$ cat src/rtl/peak_capture_sampler.sv
// peak_capture_sampler
//   Threshold-triggered ADC sampler with hysteresis and a pre/post-trigger
//   window. Each captured peak is streamed to a downstream FIFO, tagged with
//   its peak index and an end-of-peak flag. Samples refused by a full FIFO
//   are dropped and flagged in a sticky overflow bit.
//
// Ports
//   clk       : clock, all logic on rising edge
//   rst_n     : synchronous active-low reset
//   adc_dat   : live unsigned ADC sample, one per cycle
//   start     : level enable (1 = run, 0 = abort / idle)
//   thr_high  : trigger threshold (strict greater-than)
//   thr_low   : release threshold (strict less-than)
//   nsamples  : per-peak sample cap, 0 = no cap
//   npeaks    : number of peaks to capture per run
//   fifo_full : downstream FIFO full
//   dout      : sample written to the FIFO
//   peak_id   : index of the peak owning dout
//   last      : dout is the final sample of its peak
//   we        : FIFO write strobe
//   cnt       : saturating count of samples written this run
//   overflow  : sticky, a sample was dropped because of fifo_full
//   busy      : run in progress (FILL, ARM, CAPTURE, REARM)
//   finished  : all requested peaks captured
module peak_capture_sampler #(
  parameter int DATA_W    = 10,
  parameter int PRE_DEPTH = 4,
  parameter int CNT_W     = 16,
  parameter int PEAK_W    = 9
) (
  input  logic              clk,
  input  logic              rst_n,
  input  logic [DATA_W-1:0] adc_dat,
  input  logic              start,
  input  logic [DATA_W-1:0] thr_high,
  input  logic [DATA_W-1:0] thr_low,
  input  logic [CNT_W-1:0]  nsamples,
  input  logic [PEAK_W-1:0] npeaks,
  input  logic              fifo_full,
  output logic [DATA_W-1:0] dout,
  output logic [PEAK_W-1:0] peak_id,
  output logic              last,
  output logic              we,
  output logic [CNT_W-1:0]  cnt,
  output logic              overflow,
  output logic              busy,
  output logic              finished
);

  localparam logic [2:0] S_IDLE    = 3'd0;
  localparam logic [2:0] S_FILL    = 3'd1;
  localparam logic [2:0] S_ARM     = 3'd2;
  localparam logic [2:0] S_CAPTURE = 3'd3;
  localparam logic [2:0] S_REARM   = 3'd4;
  localparam logic [2:0] S_DONE    = 3'd5;

  localparam int TW = $clog2(PRE_DEPTH + 1);
  localparam logic [TW-1:0]     FILL_LAST = TW'(PRE_DEPTH - 1);
  localparam logic [TW-1:0]     TAIL_INIT = TW'(PRE_DEPTH);
  localparam logic [TW-1:0]     TW_ONE    = TW'(1);
  localparam logic [CNT_W-1:0]  CNT_ONE   = CNT_W'(1);
  localparam logic [PEAK_W-1:0] PEAK_ONE  = PEAK_W'(1);

  function automatic logic [CNT_W-1:0] sat_inc(input logic [CNT_W-1:0] v);
    return (&v) ? v : v + CNT_ONE;
  endfunction

  logic [2:0]        state, state_nxt;
  logic [TW-1:0]     fill_cnt;
  logic [TW-1:0]     tail_left;
  logic              tail;
  logic [CNT_W-1:0]  pcnt;
  logic [PEAK_W-1:0] peak_cnt;

  logic [DATA_W-1:0] hist_p0 [PRE_DEPTH];
  logic [DATA_W-1:0] tap_p0;

  logic              dec_p0, fin_p0, cap_hit_p0, by_cap_p0;

  logic [DATA_W-1:0] dout_p1;
  logic [PEAK_W-1:0] peak_id_p1;
  logic              last_p1;
  logic              vld_p1;

  assign tap_p0 = hist_p0[PRE_DEPTH-1];

  // Stage 0: write decision and next state from the live sample
  always_comb begin
    dec_p0     = 1'b0;
    fin_p0     = 1'b0;
    by_cap_p0  = 1'b0;
    cap_hit_p0 = (nsamples != '0) && ((pcnt + CNT_ONE) == nsamples);
    state_nxt  = state;

    case (state)
      S_ARM:     dec_p0 = start && (adc_dat > thr_high);
      S_CAPTURE: begin
        dec_p0 = start;
        fin_p0 = tail && (tail_left == TW_ONE);
      end
      default: ;
    endcase

    if (dec_p0 && cap_hit_p0) begin
      fin_p0    = 1'b1;
      by_cap_p0 = 1'b1;
    end

    case (state)
      S_IDLE:  if (start) state_nxt = (npeaks == '0) ? S_DONE : S_FILL;
      S_FILL: begin
        if (!start)                     state_nxt = S_IDLE;
        else if (fill_cnt == FILL_LAST) state_nxt = S_ARM;
      end
      S_ARM, S_CAPTURE: begin
        if (!start) state_nxt = S_IDLE;
        else if (dec_p0 && fin_p0) begin
          // A capped peak may still be above threshold, so it must see a
          // release before another trigger is allowed.
          if ((peak_cnt + PEAK_ONE) == npeaks) state_nxt = S_DONE;
          else if (by_cap_p0)                  state_nxt = S_REARM;
          else                                 state_nxt = S_ARM;
        end else if (dec_p0) state_nxt = S_CAPTURE;
      end
      S_REARM: begin
        if (!start)                 state_nxt = S_IDLE;
        else if (adc_dat < thr_low) state_nxt = S_ARM;
      end
      S_DONE:  if (!start) state_nxt = S_IDLE;
      default: state_nxt = S_IDLE;
    endcase
  end

  // Stage 1: registered FIFO write and run bookkeeping
  always_ff @(posedge clk) begin
    if (!rst_n) begin
      state      <= S_IDLE;
      fill_cnt   <= '0;
      tail_left  <= '0;
      tail       <= 1'b0;
      pcnt       <= '0;
      peak_cnt   <= '0;
      for (int i = 0; i < PRE_DEPTH; i++) hist_p0[i] <= '0;
      dout_p1    <= '0;
      peak_id_p1 <= '0;
      last_p1    <= 1'b0;
      vld_p1     <= 1'b0;
      cnt        <= '0;
      overflow   <= 1'b0;
      finished   <= 1'b0;
    end else begin
      hist_p0[0] <= adc_dat;
      for (int i = 1; i < PRE_DEPTH; i++) hist_p0[i] <= hist_p0[i-1];

      state   <= state_nxt;
      vld_p1  <= dec_p0 && !fifo_full;
      last_p1 <= dec_p0 && fin_p0 && !fifo_full;
      if (dec_p0) begin
        dout_p1    <= tap_p0;
        peak_id_p1 <= peak_cnt;
        // Dropped samples still advance the per-peak count and tail timing.
        pcnt       <= fin_p0 ? '0 : pcnt + CNT_ONE;
        if (fifo_full) overflow <= 1'b1;
        else           cnt      <= sat_inc(cnt);
        if (fin_p0) begin
          peak_cnt <= peak_cnt + PEAK_ONE;
          tail     <= 1'b0;
        end else if (state == S_CAPTURE && !tail && adc_dat < thr_low) begin
          tail      <= 1'b1;
          tail_left <= TAIL_INIT;
        end else if (tail) begin
          tail_left <= tail_left - TW_ONE;
        end
      end

      if (state == S_FILL && start) fill_cnt <= fill_cnt + TW_ONE;

      if (state == S_IDLE && start) begin
        cnt      <= '0;
        overflow <= 1'b0;
        finished <= 1'b0;
        peak_cnt <= '0;
        fill_cnt <= '0;
        pcnt     <= '0;
        tail     <= 1'b0;
      end
      if (state_nxt == S_DONE) finished <= 1'b1;
    end
  end

  assign dout    = dout_p1;
  assign peak_id = peak_id_p1;
  assign last    = last_p1;
  assign we      = vld_p1;
  assign busy    = (state == S_FILL) || (state == S_ARM) ||
                   (state == S_CAPTURE) || (state == S_REARM);

endmodule
$ cat config.mk
export PLATFORM = sky130hd
export DESIGN_NAME = peak_capture_sampler
export DESIGN_NICKNAME = d
export VERILOG_FILES = /design/src/rtl/peak_capture_sampler.sv
export SDC_FILE = /design/constraint.sdc
export NUM_CORES = 1
export LEC_CHECK = 0
export BUFFER_PORTS_ARGS = -buffer_cell sky130_fd_sc_hd__buf_2
export CORE_AREA = 2 2 136 138
export CTS_CLUSTER_SIZE = 10
export DETAILED_ROUTE_END_ITERATION = 16
export DIE_AREA = 0 0 138 140
export PLACE_DENSITY_LB_ADDON = 0.3
export SETUP_SLACK_MARGIN = 0.05
export SLEW_MARGIN = 25
export SYNTH_ARGS = -nofsm -noshare
export SYNTH_HDL_FRONTEND = slang
export SYNTH_SLANG_ARGS = --single-unit
$ cat constraint.sdc
create_clock -name clk -period 2.5 [get_ports clk]
set_input_delay 0.25 -clock clk [delete_from_list [all_inputs] [get_ports clk]]
set_output_delay 0.25 -clock clk [all_outputs]
set_load 0.005 [all_outputs]
==> results of run 1 <==
[timing repair]
| item | 4_1_cts | 5_1_grt |
|---|---|---|
| pin swaps | 0 | 2 |
| endpoints found under the setup margin | 21 | 34 |
| gates resized for setup | 4 | 29 |
| buffers inserted | 0 | 5 |
| cloned | 0 | 1 |
[layout make-up]
cell class,instances,area share
Tap cell,229,0.03858
Inverter,30,0.01651
Timing Repair Buffer,153,0.1249
Multi-Input combinational cell,466,0.4315
Clock buffer,18,0.05914
Sequential cell,114,0.3088
Clock inverter,14,0.02056
[logic make-up after synthesis]
| kind of cell | Yosys count |
|---|---|
| compound gates | 97 |
| xor+xnor | 67 |
| fa+ha+maj | 26 |
| buf+inv | 60 |
| flops | 114 |
| mux | 4 |
| simple gates | 271 |
[stage by stage]
| stage | power, uW | TNS [ps] | cell area, um2 | worst slack [ps] | instances |
|---|---|---|---|---|---|
| floorplan | 2037 | 0 | 5658 | 29.21 | 639 |
| global placement | 2159 | -66.60 | 6659 | -33.95 | 986 |
| detailed placement | 2160 | -370.2 | 6659 | -75.68 | 986 |
| CTS | 4561 | 0 | 7269 | 24.63 | 1018 |
| global route | 4694 | -14.42 | 7426 | -11.46 | 1024 |
| finish | 4509 | 0 | 7426 | 156.1 | 1024 |
[placed cells by master (no fill, tap or decap), types with 9 or more instances in the layout]
| cell | count |
|---|---|
| buf_2 | 98 |
| dfxtp_2 | 9 |
| nor2_1 | 64 |
| a21oi_1 | 33 |
| nand3_1 | 19 |
| clkbuf_16 | 17 |
| ha_1 | 21 |
| dfxtp_1 | 105 |
| and2_1 | 43 |
| buf_4 | 51 |
| xnor2_1 | 40 |
| xor2_1 | 24 |
| nand2_1 | 66 |
| inv_1 | 26 |
| nor3_1 | 15 |
| o21ai_0 | 14 |
| nand4_1 | 10 |
| nor4_1 | 11 |
[worst max path at each step]
stage / end / depth (start not counted)
6_report: finished$_SDFFE_PN0P_ / 12
3_3_place_gp: cnt[9]$_SDFFE_PP0P_ / 13
2_1_floorplan: finished$_SDFFE_PN0P_ / 10
3_5_place_dp: cnt[11]$_SDFFE_PP0P_ / 13
4_1_cts: peak_cnt[4]$_SDFFE_PP0N_ / 11
5_1_grt: peak_cnt[3]$_SDFFE_PP0N_ / 11
[worst reg2reg max path, delay by kind of cell, from the launching register on]
family / cells / cell delay [ps]
flops: 1 / 360
simple gates: 4 / 450
buf+inv: 2 / 290
fa+ha+maj: 1 / 170
compound gates: 5 / 960
[routing by layer]
layer	track usage	vias up	part of all wire
li1	-	2472	-
met1	0.1884	2180	0.50
met2	0.2181	76	0.46
met3	0.03248	12	0.030
met4	0.05585	0	0.013
met5	0	-	0
[power by group through the flow]
stage | clock network [uW] | logic, uW | registers [uW]
after global routing | 2530 | 312 | 1850
after floorplan | 0 | 153 | 1880
after global placement | 0 | 274 | 1890
final | 2390 | 276 | 1850
after CTS | 2440 | 277 | 1850
after detailed placement | 0 | 275 | 1890
[flip-flops by register name (all words and copies together), names as in the netlist]
signal and cells:
fill_cnt 3, we 1, tail 1, overflow 1, last 1, peak_id 9
hist_p0 40, dout 10, finished 1, state 3, tail_left 3, peak_cnt 9
cnt 16, pcnt 16
==> flow_summary_export.csv, run 1 <==
group,metric,value,unit
clocking,clock_path_buffers,2,
logic_synthesis,synth_cell_types,68,
worst_setup_path,worstSetupEndpointType,"flip-flop",
floorplanning,num_io_pins,99,
pwr,p_switching,1037,uW
global_routing,grt_max_degree,43,
worst_setup_path,cp_data_arrival_time,2640,ps
route,drt-vias-per-instance,4.629,
floorplanning,die_x,138,um
route,routedWlPerCell,13.34,um
outcome,status,"finished, final reports clean",
worst_setup_path,path_cells,"ha_4 > and3_1 > nand2_2 > o21ai_2 > nand2_1 > a32oi_2 > nor4_4 > buf_4 > buf_6 > a21o_2 > a31o_2 > a22o_1",
logic_synthesis,ys_ff_latch,114,
logic_synthesis,synth_ff_type,"dfxtp_1",
logic_synthesis,synth_fa_ha_area_frac,0.05820,
logic_synthesis,syn_avg_cell_area,8.747,um2
route,drtIter0Drc,224,
logic_synthesis,synthXorXnorAreaFrac,0.1050,
logic_synthesis,synth_edf_count,0,
worst_setup_path,r2r_start,"pcnt[0]$_SDFFE_PP0P_",
route,wirelength,13.66,mm
pwr,power.density,607.1,mW/mm2
final_layout,fin_util,0.4177,
worst_setup_path,cpMaxStageDelayCell,"dfxtp_2",
route,dr.pass1.iters,4,
worst_hold_path,hold_path.class,"in -> reg",
pwr,p_int,3472,uW
clocking,tritoncts,"built",
worst_setup_path,cp-start-kind,"flip-flop",
worst_setup_path,cp.buffers_inverters,2,
worst_setup_path,reg2reg_depth,12,
floorplanning,coreArea,0.01778,mm2
final_layout,drive_gt1_frac,0.2943,
final_layout,nNetsFinal,867,
sta,relSlewSlack,0.6116,
global_routing,antenna_found_initial,0,
pwr,comb_power_share,0.061,
floorplanning,die_y,140,um
pwr,p_sw_frac,0.2299,
sta,setup_violations,0,
worst_setup_path,critical_path.top_delay_family,"compound AO/OA/AOI/OAI gates",
worst_setup_path,crit_start,"pcnt[0]$_SDFFE_PP0P_",
logic_synthesis,synth.area.top_cells,"dfxtp_1 (41%), xnor2_1 (6.4%), ha_1 (5.8%), and2_1 (4.8%), nand2_1 (4.5%)",
sta,hold-worst-slack,101.8,ps
floorplanning,num_rows,49,
sta,hold_viol,0,
clocking,numCtsBuffers,17,
logic_synthesis,yosysTopAreaCellShare,0.4083,
floorplanning,start_util,0.3144,
pwr,cellLeakagePower,0.003073,uW
final_layout,fill_cells,1787,
worst_hold_path,holdPathEnd,"hist_p0[0][2]$_SDFF_PN0_",
logic_synthesis,synth_nets,724,
logic_synthesis,synth_common_cells,"dfxtp_1 (114), nand2_1 (67), nor2_1 (67), and2_1 (43), xnor2_1 (41)",
clocking,cts.hold.buffers_added,0,
global_routing,grt_pass1_wl,22.01,mm
placement,globalplace.congestion,0.8282,
logic_synthesis,yosys.area_share.simple,0.2532,
logic_synthesis,synth_compound_area_frac,0.1191,
global_routing,grt_usage,0.1401,
logic_synthesis,synth_top_family_by_area,"simple AND/OR/NAND/NOR gates",
worst_setup_path,rrSetupSlack,160,ps
global_routing,grt-ovfl-total,0,
worst_hold_path,min_path_cells,2,
worst_setup_path,timing.rr.end,"finished$_SDFFE_PN0P_",
logic_synthesis,async_reset_ff_frac,0,
clocking,insertion_delay,400,ps
final_layout,area.growth.synth_to_final,32.86,%
clocking,root_buffer,"clkbuf_16",
logic_synthesis,syn_inst,639,
route,drc,0,
floorplanning,die_area,0.01932,mm2
sta,min_period_over_period,0.9376,
logic_synthesis,synth_warnings,0,
sta,worstMarginPinSlew,581.4,ps
clocking,cts_max_level,4,
pwr,seq_power_share,0.410,
sta,fin_crit,2344,ps
worst_setup_path,crit_fanout,5,
route,vias,4740,
sta,skew,8.202,ps
clocking,cts_sinks,114,
final_layout,diodes,0,
placement,dp_hpwl,10.08,mm
worst_setup_path,critPathRequiredTime,2800,ps
final_layout,seqCellArea,0.002293,mm2
logic_synthesis,yosys.area.top_type,"dfxtp_1",
worst_setup_path,critPathKind,"reg -> reg",
pwr,clock_power_share,0.529,
logic_synthesis,synthesis.area,0.005589,mm2
pwr,peakVddDrop,0.0004297,V
sta,slew_violations,0,
route,route.antenna.remaining_nets,0,
logic_synthesis,muxShareOfSynthArea,0.007164,
logic_synthesis,ys_seq_area_frac,0.4083,
sta,max_freq,426.6,MHz
final_layout,multiInputGateArea,0.003204,mm2
sta,rsz0062_at_grt,"yes",
global_routing,grt_pass1_vias,4453,
worst_hold_path,min_from,"adc_dat[2]",
placement,port_buffers,98,
logic_synthesis,synth.most_common_cell,"dfxtp_1",
clocking,path_clk_slew,50,ps
worst_setup_path,slowest_delay,360,ps
job,maxCapViolations,0,
Power figures use the tool's default switching activity.
==> inputs of run 2 (changes only) <==
- clock period: 2.5 -> 2.86 ns (I/O delays scaled with it)
==> run 2 against run 1 <==
Maximum frequency is 11% lower. Combinational power shrank 22%. Core utilization is 2.5 points lower. Register-to-register slack improved by 80 ps. Critical endpoint unchanged. Highest routed layer unchanged.
==> flow_summary_export.csv, run 2 (synthesis gave the netlist of run 1 again) <==
group,metric,value,unit
final_layout,nNetsFinal,834,
pwr,cellLeakagePower,0.002882,uW
global_routing,grt_pass1_wl,21.38,mm
worst_setup_path,cp-start-kind,"flip-flop",
sta,tns,0,ps
route,drc,0,
sta,skew,5.417,ps
floorplanning,die_area,0.01932,mm2
route,routedWlPerCell,13.16,um
placement,placed_cell_area,0.006381,mm2
worst_setup_path,critPathRequiredTime,3160,ps
route,drtIter0Drc,160,
pwr,power.density,556.6,mW/mm2
floorplanning,die_x,138,um
sta,slew_violations,0,
route,dr.pass1.iters,5,
global_routing,grt_max_degree,46,
global_routing,grt_pass1_vias,4252,
final_layout,top_regs,"hist_p0 x40, cnt x16, pcnt x16",
sta,relSlewSlack,0.4790,
global_routing,grt_usage,0.1376,
worst_setup_path,reg2reg_depth,9,
final_layout,seqCellArea,0.002282,mm2
final_layout,layout_commonest_cell,"dfxtp_1",
floorplanning,die_y,140,um
worst_hold_path,min_path_cells,2,
sta,rsz0062_at_grt,"no",
placement,dp_hpwl,9.884,mm
final_layout,drive_gt1_frac,0.2231,
global_routing,grt-ovfl-total,0,
route,vias,4559,
clocking,cts_sinks,114,
route,drt-vias-per-instance,4.600,
pwr,p_total,3883,uW
floorplanning,num_io_pins,99,
route,wirelength,13.05,mm
placement,port_buffers,98,
clocking,tritoncts,"built",
sta,setup_violations,0,
job,maxCapViolations,0,
worst_setup_path,critPathKind,"reg -> reg",
sta,min_period_over_period,0.9187,
sta,hold_viol,0,
worst_hold_path,hold_path.class,"in -> reg",
sta,worstMarginPinSlew,778.6,ps
clocking,cts.hold.buffers_added,0,
clocking,cts_setup_buffers,0,
final_layout,fill_cells,1861,
clocking,insertion_delay,410,ps
global_routing,antenna_found_initial,0,
final_layout,diodes,0,
worst_setup_path,crit_fanout,16,
worst_setup_path,cp_data_arrival_time,2930,ps
clocking,path_clk_slew,60,ps
floorplanning,coreArea,0.01778,mm2
worst_setup_path,worstSetupEndpointType,"flip-flop",
clocking,cts_max_level,4,
clocking,clock_path_buffers,2,
final_layout,largest_reg_flops,40,
final_layout,largest-register,"hist_p0",
floorplanning,num_rows,49,
sta,fin_crit,2628,ps
clocking,numCtsBuffers,17,
placement,globalplace.congestion,0.8271,
clocking,cts_resized,0,
final_layout,fin_area,0.006977,mm2
clocking,root_buffer,"clkbuf_16",
floorplanning,start_util,0.3144,
final_layout,area.growth.synth_to_final,24.83,%
final_layout,final_cell_mix,"dfxtp_1 (114), buf_2 (98), nor2_1 (67), nand2_1 (67), and2_1 (43)",
final_layout,multiInputGateArea,0.003044,mm2
outcome,status,"finished, final reports clean",
pwr,peakVddDrop,0.0003913,V
route,route.antenna.remaining_nets,0,
sta,max_freq,380.6,MHz
run 2: layout make-up:
cell class / count / share of cell area
multi-input combinational: 465 / 0.4363
sequential: 114 / 0.3271
timing repair buffer: 121 / 0.09505
clock buffer: 20 / 0.06689
tap: 229 / 0.04107
clock inverter: 12 / 0.01740
inverter: 30 / 0.01614
run 2: layer usage:
layer,global-route usage,vias to the layer above,share of wire
met5,0,-,0
met4,0.04672,0,0.012
met3,0.03932,12,0.041
met2,0.2186,79,0.46
met1,0.1799,2061,0.49
li1,-,2407,-
run 2: metrics by stage:
step	worst slack [ps]	std cells	utilization	hold slack, ps
floorplan	240.7	639	-	411.9
global placement	220.2	958	0.3589	412.9
detailed placement	182.9	958	0.3589	416.9
CTS	176.1	990	0.3920	111.7
global route	70.77	991	0.3924	112.3
finish	232.4	991	0.3924	129.2
run 2: where the power goes:
group	switching, uW	leakage, uW	internal, uW
clock	776	0.000276	1280
combinational	118	0.00168	96.8
sequential	6.46	0.000924	1610
run 2: final timing paths:
kind | from | slack (ps) | to
max | pcnt[0]$_SDFFE_PP0P_ | 230 | finished$_SDFFE_PN0P_
min | adc_dat[1] | 130 | hist_p0[0][1]$_SDFF_PN0_
max reg2reg | pcnt[0]$_SDFFE_PP0P_ | 230 | finished$_SDFFE_PN0P_
min reg2reg | hist_p0[1][9]$_SDFF_PN0_ | 430 | hist_p0[2][9]$_SDFF_PN0_
run 2: worst max-delay path, stage by stage (launching register included):
cell	delay, ps
dfxtp_1	330
ha_1	230
and3_1	320
nand2_1	150
o31ai_1	250
a32oi_1	130
nor4_4	420
nor2_4	170
a211o_1	330
a22o_1	170
